### config.mk
export PLATFORM = sky130hd
export DESIGN_NAME = framebuffer_write_scheduler
export DESIGN_NICKNAME = d
export VERILOG_FILES = /design/src/rtl/gpu_pkg.sv /design/src/rtl/fb_address_gen.sv /design/src/rtl/framebuffer_write_scheduler.sv
export SDC_FILE = /design/constraint.sdc
export NUM_CORES = 1
export LEC_CHECK = 0
export CELL_PAD_IN_SITES_DETAIL_PLACEMENT = 1
export CELL_PAD_IN_SITES_GLOBAL_PLACEMENT = 2
export CORE_MARGIN = 1.5
export CORE_UTILIZATION = 29
export CTS_CLUSTER_DIAMETER = 40
export DETAILED_ROUTE_END_ITERATION = 10
export GPL_TIMING_DRIVEN = 0
export PLACE_DENSITY_LB_ADDON = 0.15
export SETUP_SLACK_MARGIN = 0.05
export SLEW_MARGIN = 40
export SYNTH_ARGS = -nofsm -noshare
export SYNTH_HDL_FRONTEND = slang
export SYNTH_SLANG_ARGS = --single-unit
export TNS_END_PERCENT = 5
### constraint.sdc
create_clock -name clock -period 5.4 [get_ports clock]
set_clock_uncertainty 0.1 [all_clocks]
set_input_delay 1.08 -clock clock [delete_from_list [all_inputs] [get_ports clock]]
set_output_delay 1.08 -clock clock [all_outputs]
set_load 0.01 [all_outputs]
### src/rtl/gpu_pkg.sv
// Shared constants for the framebuffer write path: state encoding, pixel field layout, widths.
package gpu_pkg;

   localparam int unsigned STATE_W = 1;
   localparam logic [STATE_W-1:0] STATE_IDLE  = 1'b0;
   localparam logic [STATE_W-1:0] STATE_CLEAR = 1'b1;

   localparam int unsigned PIX_X_MSB   = 63;
   localparam int unsigned PIX_X_LSB   = 48;
   localparam int unsigned PIX_Y_MSB   = 47;
   localparam int unsigned PIX_Y_LSB   = 32;
   localparam int unsigned PIX_COL_MSB = 31;

   localparam int unsigned COORD_W = 16;
   localparam int unsigned ADDR_W  = 32;
   localparam int unsigned DATA_W  = 32;
   localparam int unsigned CNT_W   = 16;

   // Saturating increment for the clipped-pixel counter.
   function automatic logic [CNT_W-1:0] sat_inc(input logic [CNT_W-1:0] v);
      return (v == {CNT_W{1'b1}}) ? v : v + CNT_W'(1);
   endfunction

endpackage

### src/rtl/fb_address_gen.sv
// Screen clip test and (x,y) -> framebuffer byte address, all 32-bit wrapping arithmetic.
module fb_address_gen
   import gpu_pkg::*;
#(
   parameter int unsigned WIDTH   = 640,
   parameter int unsigned HEIGHT  = 480,
   parameter logic [31:0] FB_BASE = 32'h0000_0000
) (
   input  logic [COORD_W-1:0] x,
   input  logic [COORD_W-1:0] y,
   output logic [ADDR_W-1:0]  address_c,
   output logic               in_bounds_c
);

   logic [ADDR_W-1:0] pix_index;

   // Linear pixel index, byte address and unsigned bounds check.
   always_comb begin
      pix_index   = ADDR_W'(y) * ADDR_W'(WIDTH) + ADDR_W'(x);
      address_c   = FB_BASE + (pix_index << 2);
      in_bounds_c = (ADDR_W'(x) < ADDR_W'(WIDTH)) && (ADDR_W'(y) < ADDR_W'(HEIGHT));
   end

endmodule

### src/rtl/framebuffer_write_scheduler.sv
// Arbitrates the framebuffer write master between the rasteriser pixel stream and the clear engine.
module framebuffer_write_scheduler
   import gpu_pkg::*;
#(
   parameter int unsigned WIDTH   = 640,
   parameter int unsigned HEIGHT  = 480,
   parameter logic [31:0] FB_BASE = 32'h0000_0000
) (
   input  logic              clock,
   input  logic              reset_n,
   input  logic [63:0]       pixel_data,
   input  logic              pixel_data_valid,
   output logic              pixel_fifo_full,
   input  logic              clear_start,
   input  logic [DATA_W-1:0] clear_colour,
   output logic              clear_busy,
   output logic              clear_done,
   output logic [ADDR_W-1:0] avm_address,
   output logic [DATA_W-1:0] avm_writedata,
   output logic              avm_write,
   input  logic              avm_waitrequest,
   output logic [CNT_W-1:0]  dropped_count
);

   localparam int unsigned       FILL_COUNT = WIDTH * HEIGHT;
   localparam logic [ADDR_W-1:0] FILL_LAST  = ADDR_W'(FILL_COUNT - 1);

   logic [STATE_W-1:0] state_q, state_d;
   logic               clear_pending_q, clear_pending_d;
   logic               avm_write_q, avm_write_d;
   logic [ADDR_W-1:0]  avm_address_q, avm_address_d;
   logic [DATA_W-1:0]  avm_writedata_q, avm_writedata_d;
   logic               clear_busy_q, clear_busy_d;
   logic               clear_done_q, clear_done_d;
   logic [CNT_W-1:0]   dropped_count_q, dropped_count_d;
   logic [ADDR_W-1:0]  fill_idx_q, fill_idx_d;
   logic [DATA_W-1:0]  fill_colour_q, fill_colour_d;

   logic [ADDR_W-1:0]  pix_addr;
   logic               pix_in_bounds;
   logic               beat_done;
   logic               stalled;
   logic               pix_accept;
   logic               clear_accept;
   logic [ADDR_W-1:0]  fill_next;

   fb_address_gen #(
      .WIDTH   (WIDTH),
      .HEIGHT  (HEIGHT),
      .FB_BASE (FB_BASE)
   ) u_addr (
      .x           (pixel_data[PIX_X_MSB:PIX_X_LSB]),
      .y           (pixel_data[PIX_Y_MSB:PIX_Y_LSB]),
      .address_c   (pix_addr),
      .in_bounds_c (pix_in_bounds)
   );

   // Back-pressure to the rasteriser; a pending or starting clear blocks pixels too.
   assign pixel_fifo_full = (avm_write_q && avm_waitrequest) || (state_q == STATE_CLEAR)
                          || clear_pending_q || clear_start;

   assign avm_write     = avm_write_q;
   assign avm_address   = avm_address_q;
   assign avm_writedata = avm_writedata_q;
   assign clear_busy    = clear_busy_q;
   assign clear_done    = clear_done_q;
   assign dropped_count = dropped_count_q;

   // Next-state, fill sweep and write beat scheduling.
   always_comb begin
      state_d         = state_q;
      clear_pending_d = clear_pending_q;
      avm_write_d     = avm_write_q;
      avm_address_d   = avm_address_q;
      avm_writedata_d = avm_writedata_q;
      clear_busy_d    = clear_busy_q;
      clear_done_d    = 1'b0;
      dropped_count_d = dropped_count_q;
      fill_idx_d      = fill_idx_q;
      fill_colour_d   = fill_colour_q;

      beat_done    = avm_write_q && !avm_waitrequest;
      stalled      = avm_write_q && avm_waitrequest;
      pix_accept   = pixel_data_valid && !pixel_fifo_full;
      clear_accept = clear_start && (state_q == STATE_IDLE) && !clear_pending_q;
      fill_next    = fill_idx_q + ADDR_W'(1);

      if (beat_done) avm_write_d = 1'b0;

      if (state_q == STATE_IDLE) begin
         if (clear_accept) begin
            clear_busy_d  = 1'b1;
            fill_colour_d = clear_colour;
            if (stalled) begin
               clear_pending_d = 1'b1;
            end else begin
               state_d         = STATE_CLEAR;
               fill_idx_d      = '0;
               avm_write_d     = 1'b1;
               avm_address_d   = FB_BASE;
               avm_writedata_d = clear_colour;
            end
         end else if (clear_pending_q) begin
            if (beat_done) begin
               clear_pending_d = 1'b0;
               state_d         = STATE_CLEAR;
               fill_idx_d      = '0;
               avm_write_d     = 1'b1;
               avm_address_d   = FB_BASE;
               avm_writedata_d = fill_colour_q;
            end
         end else if (pix_accept) begin
            if (pix_in_bounds) begin
               avm_write_d     = 1'b1;
               avm_address_d   = pix_addr;
               avm_writedata_d = pixel_data[PIX_COL_MSB:0];
            end else begin
               dropped_count_d = sat_inc(dropped_count_q);
            end
         end
      end else begin
         if (beat_done) begin
            if (fill_idx_q == FILL_LAST) begin
               state_d      = STATE_IDLE;
               clear_busy_d = 1'b0;
               clear_done_d = 1'b1;
            end else begin
               fill_idx_d      = fill_next;
               avm_write_d     = 1'b1;
               avm_address_d   = FB_BASE + (fill_next << 2);
               avm_writedata_d = fill_colour_q;
            end
         end
      end
   end

   // State and output registers with synchronous active-low reset.
   always_ff @(posedge clock) begin
      if (!reset_n) begin
         state_q         <= STATE_IDLE;
         clear_pending_q <= 1'b0;
         avm_write_q     <= 1'b0;
         avm_address_q   <= '0;
         avm_writedata_q <= '0;
         clear_busy_q    <= 1'b0;
         clear_done_q    <= 1'b0;
         dropped_count_q <= '0;
         fill_idx_q      <= '0;
         fill_colour_q   <= '0;
      end else begin
         state_q         <= state_d;
         clear_pending_q <= clear_pending_d;
         avm_write_q     <= avm_write_d;
         avm_address_q   <= avm_address_d;
         avm_writedata_q <= avm_writedata_d;
         clear_busy_q    <= clear_busy_d;
         clear_done_q    <= clear_done_d;
         dropped_count_q <= dropped_count_d;
         fill_idx_q      <= fill_idx_d;
         fill_colour_q   <= fill_colour_d;
      end
   end

endmodule
# == Yosys cells after proc, flatten, opt, wreduce, memory -nomap -nowiden ==
# Index checks and enable logic that the tools add are counted.
# totals
word_cells,102
reg_bits,149
# classes
n_addsub,3
n_reduce_logical,24
mux,49
n_bitwise,5
mul,1
n_eq_ne,8
order_cmp,2
# op_table
op,count
32-bit 2-to-1 mux,23
32-bit by 1-bit adder with 32-bit output (second input constant),1
32-bit by 19-bit == test with 1-bit output (second input constant),1
26-bit by 16-bit adder with 27-bit output,1
1-bit 2-to-1 mux,26
16-bit by 3-bit multiplier with 19-bit output (second input constant),1
16-bit by 1-bit adder with 16-bit output (second input constant),1
16-bit == test (second input constant),1
16-bit by 10-bit less-than comparator with 1-bit output (second input constant),1
16-bit by 9-bit less-than comparator with 1-bit output (second input constant),1
6-bit AND reduction,2
4-bit nonzero test,2
1-bit logical AND,6
3-bit AND reduction,2
1-bit inverter,5
5-bit AND reduction,1
2-bit by 1-bit inequality test with 1-bit output (second input constant),2
2-bit inequality test (second input constant),2
2-bit AND reduction,2
2-bit nonzero test,2
1-bit logical NOT,3
1-bit logical OR,3
3-bit by 1-bit inequality test with 1-bit output (second input constant),1
3-bit inequality test (second input constant),1
3-bit nonzero test,1

# == Depth between registers and ports, before layout ==
# logic_depth
depth_word,10
mapped_depth,16
depth_no_buf,16

# == By module ==
# Synthesis repeated with hierarchy kept, for this count alone.
# unflattened
hier_cells,1122
hier_area_um2,8907.3
# by_module_without_submodules
mod,instances,cells_each,area_each_um2
framebuffer_write_scheduler,1,882,6988.0
fb_address_gen,1,240,1919.3

# == Worst setup path before layout ==
# No wires, ideal clock.
# synth_path
path_kind,input to register
start,in pixel_data[33]
end,"reg avm_address_q[18], in the netlist avm_address[18]"
arrival_ps,3881
setup_slack_ps,1296
cell_stages,13
cell_sequence,ha_1 ha_1 inv_1 fa_1 inv_1 ha_1 or2_2 a311o_1 a2111oi_0 nor3_1 xnor2_1 a221oi_1 nor2_1
# synth_between
elab_chain_len,7
# synth_rtl
item,line_no,text
from (decl),framebuffer_write_scheduler.sv:11,"input logic [63:0] pixel_data,"
16-bit by 3-bit multiplier with 19-bit output,fb_address_gen.sv:19,pix_index = ADDR_W'(y) * ADDR_W'(WIDTH) + ADDR_W'(x);
26-bit by 16-bit adder with 27-bit output,fb_address_gen.sv:19,
32-bit 2-to-1 mux,framebuffer_write_scheduler.sv:113,if (pix_in_bounds) begin
32-bit 2-to-1 mux,framebuffer_write_scheduler.sv:112,end else if (pix_accept) begin
32-bit 2-to-1 mux,framebuffer_write_scheduler.sv:103,end else if (clear_pending_q) begin
32-bit 2-to-1 mux,framebuffer_write_scheduler.sv:91,if (clear_accept) begin
32-bit 2-to-1 mux,framebuffer_write_scheduler.sv:90,if (state_q == STATE_IDLE) begin
to (signal assigned),framebuffer_write_scheduler.sv:154,avm_address_q <= avm_address_d;
to (decl),framebuffer_write_scheduler.sv:31,"logic [ADDR_W-1:0] avm_address_q, avm_address_d;"
# Parallel ways exist; a longest one is shown, timed or not. The select of a mux whose other input is x is not followed.
# A chain may end at the register's enable or synchronous reset.

# == Final worst setup path ==
# Same ends and word-level chain as after synthesis.

==> impl_metrics.yaml <==
status:
  status: "finished, final reports clean"
timing:
  hold_viol: 0
  rsz0062_at_grt: "false"
  fin_crit_ns: 4.683
  max_freq_mhz: 213.6
  tns_ns: 0
  drv_slew: 0
  tightest_slew_ns: 0.7969
  fin_crit_sh: 0.8672
  setup_viol: 0
  slew_headroom: 0.4643
cells_and_area:
  syn_to_final_growth_pct: 34.13
  stdcell_count: 1673
  drive_gt1_frac: 0.04193
  final_nets: 1418
  nFillCells: 3471
die:
  die_h_um: 172.9
  dieArea_um2: 29890
  core-area_um2: 28550
  fp.dieW_um: 172.9
  io_pins: 185
  initial_core_util: 0.2932
  num_rows: 62
setup_path:
  cp_num_buf_inv: 3
  slowest_stage: "clkdlybuf4s50_1"
  path_delay_family: "adder cells"
  worstSetupEndpointType: "flop"
  crit_top_cell: "ha_1"
  worst_setup_path_start_kind: "input port"
  slowest_delay_ns: 0.50
  crit_arrival_ns: 4.90
  critPathKind: "in -> reg"
  crit_required_ns: 5.61
  cp_max_fo: 5
  path_cells: "clkdlybuf4s50_1 -> ha_1 -> ha_1 -> inv_1 -> fa_1 -> inv_1 -> ha_1 -> or2_2 -> a311o_1 -> a2111oi_0 -> nor3_1 -> xnor2_1 -> a221oi_1 -> nor2_1"
route:
  postRouteAntennaNets: 0
  drt_iter0_drc: 387
  vias_per_cell: 5.076
  firstDrtPassIters: 4
  wire_per_inst_um: 18.03
  drt-total-wl_mm: 30.16
  via_count: 8492
  drc: 0
place:
  dp_hpwl_mm: 23.17
  place_inst: 1640
  port_buffers: 181
  gp_congestion: 0.8022
logic_synthesis:
  netlist_instances: 1074
  ys_seq_elements: 147
  synth_seq_area_share: 0.3516
  yosys_warnings: 0
  syn_avg_cell_area_um2: 7.794
  yosys.area_share.simple: 0.2305
  synth_edf_count: 0
  synthFlopType: "dfxtp_1"
  synth_compound_area_frac: 0.2102
  synth.area.mux_share: 0.04200
  synthAdderAreaFrac: 0.06457
  asyncSetResetFlopFracSynth: 0
  syn_area_um2: 8371
  synth_top_family_by_area: "simple AND/OR/NAND/NOR gates"
  ys_types: 66
  synth_xor_area_frac: 0.06158
grt:
  grt_first_pass_wirelength_mm: 48.07
  grt_pass1_vias: 8595
  antenna_found_initial: 1
  grt_max_degree: 17
  grtUsageTotal: 0.2039
  gr-total-overflow: 0
clock_tree:
  clkTransAtPathRegs_ns: 0.07
  cts_buffers: 17
  cts.root.buffer_cell: "clkbuf_16"
  postCtsSetupBuffers: 0
  clock_latency_ns: 0.43
  clock_tree.buffer_depth: 2
  htreeDepth: 4
  postCtsResizedCells: 0
  cts.sinks: 147
  cts_hold_buf: 0
  cts_tree: "done"
power_and_ir_drop:
  leakage_nw: 4.143
  internal_power_mw: 2.178
  p_comb_frac: 0.292
  seq_power_share: 0.365
  power_density_nw_per_um2: 295.4
  finalPower_mw: 3.317
  switching_share: 0.3434
  pwr-share-clk: 0.343
  switchingPower_mw: 1.139
  ir_drop_uv: 227.3
min_path:
  hold_path.class: "reg -> reg"
flow_run:
  maxCapViolCount: 0
==> through the flow <==
step	util	setup slack (ns)	hold slack, ns	cell area [µm²]
after floorplan	-	1.296	0.3365	8374
after global placement	0.3736	0.2156	0.3422	10670
after detailed placement	0.3739	0.2595	0.3472	10680
after CTS	0.3932	0.7142	0.3558	11220
after global routing	0.3933	0.3623	0.3751	11230
final	0.3933	0.7173	0.3543	11230
==> power groups by stage <==
stage	combinational [mW]	sequential [mW]	clock [mW]
2_1_floorplan	0.528	1.25	0
3_3_place_gp	0.965	1.23	0
3_5_place_dp	0.977	1.24	0
4_1_cts	0.982	1.21	1.17
5_1_grt	1.08	1.22	1.21
6_report	0.969	1.21	1.14
==> cell usage in the layout (no fill, tap or decap), types with 3 or more instances in the layout <==
cell and count:
inv_8 3, buf_2 5, clkinvlp_4 5, nand2b_1 6, a211oi_1 6, a21oi_1 139
a21o_1 9, dfxtp_1 147, nor4_1 7, o21a_1 7, nor4b_1 3, o21ai_0 37
and2_1 7, o211a_1 4, nor2_1 66, nand4_1 13, o211ai_1 39, a22oi_1 7
or3_1 12, a31oi_1 5, clkbuf_16 17, mux2i_1 34, clkdlybuf4s50_1 181, inv_6 3
nand2_1 209, nor2b_1 3, and4_1 6, nor3_1 28, inv_1 13, or2_2 4
buf_1 3, nand3b_1 6, ha_1 40, xnor2_1 31, nand3_1 33, and3_1 9
a221oi_1 10, clkbuf_1 61, xor2_1 26
==> worst register-to-register path: stages, from the launching register on <==
cell,delay (ns)
dfxtp_1,0.41
ha_1,0.29
nand4_1,0.22
nor4_1,0.48
nand4_1,0.37
and2_0,0.25
clkbuf_1,0.17
nand2_1,0.29
clkbuf_1,0.51
nor3_1,0.11
a21oi_1,0.14
nor2_1,0.05
==> worst paths after layout <==
path	cells past startpoint	slack, ns	to	start
max	14	0.72	avm_address[18]	pixel_data[33]
min	2	0.35	avm_writedata[6]	avm_writedata[6]
max reg2reg	11	1.88	fill_idx_q[5]	fill_idx_q[1]
min reg2reg	2	0.35	avm_writedata[6]	avm_writedata[6]
==> kinds of logic (layout without fill, tap and decap cells) <==
family,after synthesis,in the layout
AO/OA/AOI/OAI,285,285
buffers and inverters,84,297
multiplexers,35,35
AND/OR/NAND/NOR,422,422
other,1,3
flip-flops,147,147
XOR/XNOR,58,58
adder cells (fa/ha/maj),42,42
==> registers in the layout (all words and copies together), names as in the netlist, named ones only <==
register	count
clear_busy	1
dropped_count	16
avm_writedata	32
fill_colour_q	32
clear_done	1
avm_address	30
fill_idx_q	32
state_q	1
clear_pending_q	1
==> layout make-up <==
cell class,count,area [µm²],area share
Timing Repair Buffer,181,1812,0.1614
Antenna cell,1,2.502,0.0002229
Clock buffer,18,429.2,0.03823
Buffer,70,276.5,0.02463
Tap cell,384,480.5,0.04280
Inverter,14,52.55,0.004681
Clock inverter,14,120.1,0.01070
Sequential cell,147,2943,0.2621
Multi-Input combinational cell,844,5111,0.4553
==> per-layer routing <==
metal | vias to the layer above | wire [µm] | GRT usage
met5 | - | 0 | 0
li1 | 4224 | - | -
met3 | 28 | 1005 | 0.03210
met4 | 0 | 510 | 0.06159
met2 | 150 | 14360 | 0.3463
met1 | 4090 | 14280 | 0.2658
==> cells in the mapped netlist (5+ instances only) <==
master | number | area, µm²
a21oi_1 | 139 | 695.7
a31oi_1 | 5 | 31.28
and2_1 | 7 | 43.79
and3_1 | 9 | 56.30
nor4_1 | 7 | 43.79
a21o_1 | 9 | 67.56
xnor2_1 | 31 | 271.5
a22oi_1 | 7 | 52.55
ha_1 | 40 | 500.5
nor2_1 | 66 | 247.7
mux2i_1 | 34 | 340.3
a211oi_1 | 6 | 45.04
or3_1 | 12 | 75.07
clkbuf_1 | 60 | 225.2
nand2b_1 | 6 | 37.54
a221oi_1 | 10 | 87.58
nor3_1 | 28 | 140.1
o211ai_1 | 39 | 292.8
nand4_1 | 13 | 81.33
inv_1 | 13 | 48.80
nand3_1 | 33 | 165.2
nand2_1 | 209 | 784.5
o21ai_0 | 37 | 185.2
nand3b_1 | 6 | 45.04
and4_1 | 6 | 52.55
o21a_1 | 7 | 52.55
xor2_1 | 26 | 227.7
dfxtp_1 | 147 | 2943
Note: power is estimated with default switching activity, not from simulation.
